## src/rtl/mem_writer.sv

```systemverilog
// mem_writer: loads a depth x width word store either from a ready/valid
// stream or by filling each address with its own index. An independent,
// registered read port returns zero-extended words with 1-cycle latency.
module mem_writer #(
  parameter int A     = 32,
  parameter int width = 4,
  parameter int depth = 16,
  localparam int AW   = $clog2(depth)
) (
  input  logic             clk,
  input  logic             rst,
  input  logic             start,
  input  logic             mode,
  input  logic             abort,
  input  logic             in_valid,
  input  logic [width-1:0] in_data,
  output logic             in_ready,
  output logic             busy,
  output logic             done,
  output logic [AW-1:0]    wr_ptr,
  input  logic [AW-1:0]    rd_addr,
  output logic [A-1:0]     rd_data
);

  typedef enum logic [1:0] {IDLE, STREAM, FILL, DONE} state_t;

  localparam logic [AW-1:0] LAST    = AW'(depth - 1);
  localparam logic [AW:0]   DEPTH_W = (AW + 1)'(depth);

  state_t             state_q, state_d;
  logic [AW-1:0]      wr_ptr_q, wr_ptr_d;
  logic [A-1:0]       rd_data_q, rd_data_d;
  logic [width-1:0]   mem_q [depth];
  logic               we;
  logic [width-1:0]   wdata;
  logic               at_last;
  logic [AW-1:0]      ptr_next;
  logic               rd_ok;

  assign at_last  = (wr_ptr_q == LAST);
  assign ptr_next = at_last ? '0 : wr_ptr_q + 1'b1;
  // Addresses past the last word (non-power-of-2 depth) read back as zero.
  assign rd_ok    = ({1'b0, rd_addr} < DEPTH_W);

  // Next-state, write strobe and status outputs.
  always_comb begin
    state_d  = state_q;
    wr_ptr_d = wr_ptr_q;
    we       = 1'b0;
    wdata    = in_data;
    in_ready = 1'b0;
    busy     = 1'b0;
    done     = 1'b0;
    case (state_q)
      IDLE: begin
        // abort outranks start so a simultaneous pair leaves us idle
        if (start && !abort) begin
          wr_ptr_d = '0;
          state_d  = mode ? FILL : STREAM;
        end
      end
      STREAM: begin
        in_ready = 1'b1;
        busy     = 1'b1;
        if (abort) begin
          state_d = IDLE;
        end else if (in_valid) begin
          we       = 1'b1;
          wr_ptr_d = ptr_next;
          if (at_last) state_d = DONE;
        end
      end
      FILL: begin
        busy  = 1'b1;
        wdata = width'(wr_ptr_q);
        if (abort) begin
          state_d = IDLE;
        end else begin
          we       = 1'b1;
          wr_ptr_d = ptr_next;
          if (at_last) state_d = DONE;
        end
      end
      DONE: begin
        done    = 1'b1;
        state_d = IDLE;
      end
      default: state_d = IDLE;
    endcase
  end

  // Read path: old contents on a same-address write, zero when out of range.
  always_comb begin
    rd_data_d = '0;
    if (rd_ok) rd_data_d = A'(mem_q[rd_addr]);
  end

  // Control and read-data registers; reset wins over everything.
  always_ff @(posedge clk) begin
    if (rst) begin
      state_q   <= IDLE;
      wr_ptr_q  <= '0;
      rd_data_q <= '0;
    end else begin
      state_q   <= state_d;
      wr_ptr_q  <= wr_ptr_d;
      rd_data_q <= rd_data_d;
    end
  end

  // Storage array: never cleared by reset, write suppressed during reset.
  always_ff @(posedge clk) begin
    if (we && !rst) mem_q[wr_ptr_q] <= wdata;
  end

  assign wr_ptr  = wr_ptr_q;
  assign rd_data = rd_data_q;

endmodule

```

## config.mk

```make
export PLATFORM = sky130hd
export DESIGN_NAME = mem_writer
export DESIGN_NICKNAME = d
export VERILOG_FILES = /design/src/rtl/mem_writer.sv
export SDC_FILE = /design/constraint.sdc
export NUM_CORES = 1
export LEC_CHECK = 0
export CORE_ASPECT_RATIO = 1.75
export CORE_UTILIZATION = 45
export DETAILED_ROUTE_END_ITERATION = 10
export GPL_TIMING_DRIVEN = 0
export PLACE_DENSITY = 0.7
export SYNTH_ARGS = -nofsm -noshare
export SYNTH_HDL_FRONTEND = slang
export SYNTH_SLANG_ARGS = --single-unit
```

## constraint.sdc

```tcl
create_clock -name clk -period 2.7 [get_ports clk]
set_input_delay 0.54 -clock clk [delete_from_list [all_inputs] [get_ports clk]]
set_output_delay 0.54 -clock clk [all_outputs]
set_load 0.005 [all_outputs]
```

# == Word-level counts from Yosys, hierarchy flattened ==
# Memories as Yosys holds them, arrays and structs flattened. A register that Yosys moved wholly into a read port is not among the register bits.
# Cells that the tools add are included.
# op_classes
add_sub_neg,1
n_eq_ne,9
mux,23
n_reduce_logical,9
# op_table
op,n
4-bit two-way mux,6
2-bit two-way mux,6
4-bit case mux with 3 select lines,1
1-bit two-way mux,8
2-bit inequality test (second input constant),4
2-bit case mux with 4 select lines,1
5-bit AND reduction,1
4-bit by 1-bit adder with 4-bit output (second input constant),1
2-bit equality test (second input constant),2
4-bit equality test (second input constant),1
3-bit inequality test (second input constant),1
3-bit nonzero test,1
2-bit by 1-bit equality test with 1-bit output (second input constant),1
1-bit logical AND,2
1-bit zero test,2
2-bit zero test,1
1-bit case mux with 2 select lines,1
2-bit AND reduction,1
2-bit OR reduction,1
# totals
ff_bits,34
ramBits,64
inputBits,14
wordCells,46
n_memories,1
# mem_list
name,depth,width,rd,rd_ports_with_merged_regs,write_ports,line,rtl
mem_q,16,4,1,1,1,33,logic [width-1:0] mem_q [depth];

# == Depth between registers and ports, before layout ==
# Gate-level depths: netlist (run 1).
# logic_depth
depth_word,6
ltp_mapped,7

# == Worst setup path before layout (run 1) ==
# Ideal clock, no wire load.
# synth_timing
kind,register to register
from,reg state_q[0]
to,mem mem_q[0][0] (enable)
setup_ps,361
arrival_time_ps,1807
slack_ps,531
stages_incl_launch_ff,7
n_path_buf,1
period_less_slack_ps,2169
cell_sequence,dfxtp_1 > inv_1 > ha_1 > clkbuf_1 > nor4b_2 > nand2_1 > nor3_1
# synth_between
elab_chain_cells,5
elab_cells_between_ends,6
# synth_lines
item,line,rtl
"start, declared",30,"state_t state_q, state_d;"
"start signal, assigned",105,state_q <= state_d;
2-bit equality test or 2-bit by 1-bit equality test with 1-bit output (tied branches),54,case (state_q)
1-bit case mux with 2 select lines *,54,
1-bit logical AND *,113,if (we && !rst) mem_q[wr_ptr_q] <= wdata;
1-bit two-way mux *,113,
1-bit two-way mux (not written as such) *,113,
"end, declared",33,
# Every way passes the cells marked *; elsewhere a longest branch is shown, timed or not.

# == Worst setup path after layout (run 1) ==
# layout_timing
from,reg state_q[1]
to,mem mem_q[11][3] (enable)
# The elaborated chain is that of the path after synthesis.

==> flow_summary_export.csv, run 1 <==
group,metric,value,unit
run_status,outcome,"finished clean",
worst_setup_path,crit_required,2680,ps
timing,tns,0,ps
routing,drc,0,
job,drv_cap,0,
clock_network,postCtsSetupRepairBufs,0,
clock_network,clk_pin_slew,60,ps
place,io_buffers,21,
routing,first_iter_violations,89,
cells_and_area,final_common_cell,"edfxtp_1",
cells_and_area,area_growth_syn_to_layout,21.9,%
routing,vias_per_cell,5.10,
cells_and_area,finalInstanceArea,0.00416,sq mm
pwr,p_seq_share,43.0,%
clock_network,numCtsBuffers,9,
pwr,irDropWorstVdd,0.000679,V
place,placed_area,0.00384,sq mm
floorplanning,io_pins,53,
clock_network,cts.sinks,74,
worst_setup_path,crit_path_start_kind,"flip-flop",
global_routing,grt_max_degree,17,
timing,rsz0062_at_grt,"no",
global_routing,grt_antenna_before_repair,0,
logic_synthesis,yosys-top-cells-area,"edfxtp_1 (56%), buf_4 (6.8%), dfxtp_1 (5.9%), mux4_2 (5.3%), mux2i_1 (4.7%)",
clock_network,htreeDepth,3,
global_routing,track_usage,19.0,%
routing,vias,2000,
pwr,p_clk_share,36.6,%
worst_setup_path,crit_type,"reg -> reg",
logic_synthesis,synthCells,242,
floorplanning,start_util,46.9,%
logic_synthesis,ys_seq_area_share,62.1,%
cells_and_area,final_layout_size_suffix_gt1_share,20.9,%
timing,drv_slew,0,
timing,period_needed,2380,ps
logic_synthesis,synth_top_area_share,56.2,%
timing,clock_skew,9.60,ps
pwr,combPwrFrac,20.4,%
place,place.gp.congestion,0.724,
worst_setup_path,endpoint_kind,"flip-flop",
cells_and_area,fillCellCount,590,
floorplanning,die_w,67.9,um
timing,fmax,0.420,GHz
place,hpwl,4920,um
logic_synthesis,ys_seq_elements,74,
pwr,switching_share,24.8,%
timing,tightest_slew,554,ps
global_routing,grt_pass1_wl,10400,um
floorplanning,std_cell_rows,41,
clock_network,clock_latency,330,ps
timing,period_share,88.2,%
timing,hold_viol,0,
logic_synthesis,yosysWarningCount,0,
pwr,p_sw,0.000792,W
routing,first_pass_iters,4,
clock_network,cts_tree,"done",
pwr,power_density,768,mW/mm^2
worst_setup_path,worstPathMaxFanout,9,
floorplanning,dieArea,0.00796,sq mm
timing,setup_viol,0,
routing,ant_nets,0,
clock_network,cts-root-buf,"clkbuf_16",
logic_synthesis,synth_top_area_cell,"edfxtp_1",
routing,drt-wirelength-per-cell,16.8,um
cells_and_area,diodes,0,
logic_synthesis,ys_types,36,
global_routing,grt-ovfl-total,0,
global_routing,grt_pass1_vias,2045,
logic_synthesis,syn_avg_cell_area,14.1,sq um
pwr,leakage,1.58,nW
worst_setup_path,r2r_slack,320,ps
cells_and_area,fin_nets,325,
pwr,internal_power,0.00240,W
cells_and_area,mostFrequentLayoutCells,"edfxtp_1 (64), buf_4 (31), conb_1 (28)",
timing,relSlewSlack,63.1,%
floorplanning,core,0.00728,sq mm
hold_path,worstHoldPathType,"reg -> reg",
clock_network,clk_path_buf_depth,2,
worst_setup_path,crit_arrival,2360,ps
routing,routed_wl,6580,um
logic_synthesis,netlist_area,0.00342,sq mm
floorplanning,die-height,117,um
[power groups by stage]
stage,Combinational (W),Sequential (W),Clock [W]
finish,0.000652,0.00138,0.00117
global route,0.000726,0.00138,0.00123
detailed placement,0.000636,0.00140,0
CTS,0.000642,0.00138,0.00119
global placement,0.000620,0.00140,0
floorplan,0.000435,0.00139,0
[path summary, 6_finish.rpt]
path / start / cells after the start / to
worst max-delay path: state_q[1]$_SDFFE_PP0P_ / 6 / mem_q[11][3]$_DFFE_PP_
worst min-delay path: wr_ptr[1]$_SDFFE_PP0P_ / 2 / wr_ptr[1]$_SDFFE_PP0P_
worst max register to register: state_q[1]$_SDFFE_PP0P_ / 6 / mem_q[11][3]$_DFFE_PP_
worst min register to register: wr_ptr[1]$_SDFFE_PP0P_ / 2 / wr_ptr[1]$_SDFFE_PP0P_
[metal layers]
| metal | wire length [um] | track usage (%) | share of wire (%) |
|---|---|---|---|
| met5 | 0 | 0 | 0 |
| met2 | 3670 | 34.8 | 56 |
| met1 | 2350 | 18.8 | 36 |
| met4 | 270 | 12.6 | 4.1 |
| met3 | 292 | 3.39 | 4.4 |
[logic make-up (layout without fill, tap and decap cells)]
group	after synthesis	count (layout)	synth area share [%]
adders and majority gates	10	10	3.66
AOI/OAI and AO/OA	27	27	5.90
muxes	28	28	11.3
DFF	74	74	62.1
other	1	28	0.110
buffers and inverters	44	81	8.28
and+or+nand+nor	58	58	8.68
[metrics by stage]
stage	hold WS, ps	instances	total power (W)	utilization [%]	setup WS, ps
2_1_floorplan	513	269	0.00183	-	531
3_3_place_gp	556	376	0.00202	52.7	-6.22
3_5_place_dp	565	376	0.00204	52.7	-28.8
4_1_cts	574	392	0.00321	56.8	11.5
5_1_grt	624	392	0.00334	57.2	79.9
6_report	581	392	0.00320	57.2	320
[cells in the mapped netlist (all sizes together)]
| master | count |
|---|---|
| o211ai | 1 |
| conb | 1 |
| a21oi | 7 |
| nand3b | 1 |
| nand2b | 3 |
| a22oi | 3 |
| nor3b | 1 |
| nand3 | 8 |
| a2111oi | 1 |
| nor2 | 15 |
| or3 | 1 |
| nor3 | 4 |
| buf | 32 |
| a2111o | 1 |
| o22ai | 1 |
| mux2i | 16 |
| mux2 | 4 |
| o21ai | 4 |
| a31oi | 2 |
| o21bai | 1 |
| and3 | 2 |
| ha | 10 |
| dfxtp | 10 |
| nand4b | 1 |
| a21o | 1 |
| mux4 | 8 |
| nor2b | 6 |
| nand2 | 13 |
| a221oi | 4 |
| clkbuf | 5 |
| inv | 7 |
| nor4b | 1 |
| nand4 | 2 |
| o2111ai | 1 |
| edfxtp | 64 |
[repair_timing]
action | 4_1_cts | 5_1_grt
resized for setup | 0 | 5
endpoints found under the setup margin | 0 | 50
hold buffers | 0 | 0
[final cells by class]
cell class              count  area [sq um]  area share [%]
plain buffers              37           256            6.16
clock buffers              14           264            6.34
clock inverters             2          35.0           0.841
inverters                   7          26.3           0.631
multi-input cells         151          1140            27.4
flip-flops and latches     74          2120            51.0
well taps                  86           108            2.58
repair buffers             21           210            5.05
[flip-flops by register name (all words and copies together), names as in the netlist]
signal	count
state_q	2
mem_q	64
rd_data	4
wr_ptr	4
[worst max-delay path: stages (launching register included)]
cell	delay, ps
dfxtp_1	390
inv_1	100
ha_1	300
clkbuf_1	310
nor4b_4	360
nand2_1	210
nor2_1	360
Power figures use the tool's default switching activity.
==> run 2, diff against run 1 <==
--- a/config.mk
+++ b/config.mk
@@ -5,6 +5,7 @@
 export SDC_FILE = /design/constraint.sdc
 export NUM_CORES = 1
 export LEC_CHECK = 0
+export ABC_CLOCK_PERIOD_IN_PS = 2700
 export CORE_ASPECT_RATIO = 1.75
 export CORE_UTILIZATION = 45
 export DETAILED_ROUTE_END_ITERATION = 10
==> results of run 2 <==
The final DEF is identical to that of run 1; final timing and power are the same.
==> run 3, diff against run 2 <==
--- a/config.mk
+++ b/config.mk
@@ -10,7 +10,7 @@
 export CORE_UTILIZATION = 45
 export DETAILED_ROUTE_END_ITERATION = 10
 export GPL_TIMING_DRIVEN = 0
-export PLACE_DENSITY = 0.7
+export PLACE_DENSITY_LB_ADDON = 0.3
 export SYNTH_ARGS = -nofsm -noshare
 export SYNTH_HDL_FRONTEND = slang
 export SYNTH_SLANG_ARGS = --single-unit
==> run 3 against run 2 <==
Net effect: register-to-register slack lost 60 ps; non-clock buffer count is the same; via count is 1.3% lower; sequential share of layout area increased by 0.34 points; count of clock-buffer cells in the layout is 2 lower; total power fell by 4.2%; setup slack worse by 58 ps; clock skew decreased by 1.5 ps; final area down 0.66%; critical endpoint is now mem_q[4][0]$_DFFE_PP_; largest power group unchanged.
==> flow_summary_export.csv, run 3 (same netlist as run 1, synthesis figures left out) <==
group,metric,value,unit
clock_network,cts_tree,"done",
worst_setup_path,crit_required,2680,ps
worst_setup_path,crit_arrival,2420,ps
routing,ant_nets,0,
pwr,switching_share,25.6,%
pwr,combPwrFrac,21.0,%
clock_network,htreeDepth,3,
cells_and_area,fin_nets,325,
cells_and_area,final_common_cell,"edfxtp_1",
timing,clock_skew,8.07,ps
global_routing,gr-usage-met2,35.4,%
routing,drt-wirelength-per-cell,16.3,um
clock_network,cts_hold_buf,0,
pwr,internal_power,0.00228,W
timing,period_share,90.3,%
pwr,leakage,1.56,nW
floorplanning,core,0.00728,sq mm
clock_network,clk_pin_slew,50,ps
floorplanning,die-height,117,um
routing,first_pass_iters,4,
cells_and_area,area_growth_syn_to_layout,21.1,%
global_routing,busiest_layer,"met2",
timing,tightest_slew,570,ps
clock_network,clock_latency,330,ps
routing,routed_wl,6400,um
pwr,power_density,740,mW/mm^2
place,place.gp.congestion,0.758,
global_routing,grt_pass1_vias,1993,
global_routing,grt-ovfl-total,0,
global_routing,met3_usage,4.55,%
timing,period_needed,2440,ps
routing,first_iter_violations,81,
job,drv_cap,0,
place,io_buffers,21,
floorplanning,io_pins,53,
routing,vias,1974,
cells_and_area,largest_reg_flops,64,
floorplanning,start_util,46.9,%
worst_setup_path,crit_path_start_kind,"flip-flop",
place,dp_slack,-53.9,ps
timing,setup_viol,0,
global_routing,grt_antenna_before_repair,0,
cells_and_area,mostFrequentLayoutCells,"edfxtp_1 (64), buf_4 (31), conb_1 (28)",
clock_network,clk_path_buf_depth,2,
floorplanning,dieArea,0.00796,sq mm
clock_network,cts-root-buf,"clkbuf_16",
timing,fmax,0.410,GHz
run_status,outcome,"finished clean",
timing,tns,0,ps
timing,hold_viol,0,
worst_setup_path,endpoint_kind,"flip-flop",
routing,drc,0,
hold_path,worstHoldPathType,"reg -> reg",
place,hpwl,4760,um
timing,rsz0062_at_grt,"no",
global_routing,grt_pass1_wl,10100,um
pwr,p_sw,0.000785,W
cells_and_area,diodes,0,
global_routing,grt_max_degree,17,
cells_and_area,fillCellCount,588,
pwr,p_clk_share,33.9,%
timing,setup_ws,262,ps
timing,relSlewSlack,62.0,%
cells_and_area,final_layout_size_suffix_gt1_share,21.6,%
clock_network,cts.sinks,74,
clock_network,postCtsSetupRepairBufs,0,
cells_and_area,top_register,"mem_q",
global_routing,grt_util_met1,18.0,%
floorplanning,std_cell_rows,41,
routing,vias_per_cell,5.04,
floorplanning,die_w,67.9,um
global_routing,track_usage,18.7,%
worst_setup_path,worstPathMaxFanout,9,
worst_setup_path,crit_type,"reg -> reg",
clock_network,numCtsBuffers,9,
pwr,power,0.00306,W
pwr,irDropWorstVdd,0.000531,V
pwr,p_seq_share,45.0,%
worst_setup_path,r2r_slack,260,ps
timing,drv_slew,0,
-- run 3: changes by cell type in the layout (fill, tap and decap cells not counted), sizes merged --
cell,previous run,this run
clkinv,1,4
bufinv,1,0
clkbuf,19,17
-- run 3: area by class of cell --
cell class | instances | area, sq um | area share (%)
clock inverter | 4 | 17.5 | 0.423
clock buffer | 12 | 246 | 5.96
multi-input combinational | 151 | 1150 | 27.8
buffer | 37 | 256 | 6.20
timing repair buffer | 21 | 210 | 5.08
inverter | 7 | 26.3 | 0.635
sequential | 74 | 2120 | 51.3
tap | 86 | 108 | 2.60
-- run 3: power by group through the flow --
stage	Sequential [W]	Combinational, W	Clock (W)
after floorplan	0.00139	0.000435	0
after CTS	0.00138	0.000638	0.00105
after global placement	0.00140	0.000621	0
after detailed placement	0.00140	0.000632	0
after global routing	0.00138	0.000719	0.00110
final	0.00138	0.000644	0.00104
-- run 3: repair_timing --
action                                  4_1_cts  5_1_grt
resized for setup                             1        7
endpoints found under the setup margin        4       32
pin swaps                                     0        0
-- run 3: layer usage --
metal,vias up,routed length [um]
li1,960,-
met1,927,2140
met2,74,3740
met3,13,362
met4,0,152
met5,-,0
-- run 3: path summary, 6_finish.rpt --
| check | from | end | cells past startpoint |
|---|---|---|---|
| worst min register to register | wr_ptr[1]$_SDFFE_PP0P_ | wr_ptr[1]$_SDFFE_PP0P_ | 2 |
| worst min-delay path | wr_ptr[1]$_SDFFE_PP0P_ | wr_ptr[1]$_SDFFE_PP0P_ | 2 |
| worst max-delay path | state_q[1]$_SDFFE_PP0P_ | mem_q[4][0]$_DFFE_PP_ | 6 |
| worst max register to register | state_q[1]$_SDFFE_PP0P_ | mem_q[4][0]$_DFFE_PP_ | 6 |
-- run 3: through the flow --
step                util [%]  cell area, sq um  hold WS, ps  instances
floorplan                  -              3520          513        269
global placement        52.7              3840          557        376
detailed placement      52.7              3840          550        376
CTS                     56.4              4110          560        392
global route            56.8              4140          598        392
finish                  56.8              4140          561        392
-- run 3: worst max-delay path: stages (launching register included) --
cell and delay, ps:
dfxtp_1 400, inv_1 100, ha_1 300, clkbuf_1 300, nor4b_4 380, nand2_1 220, nor2_1 390
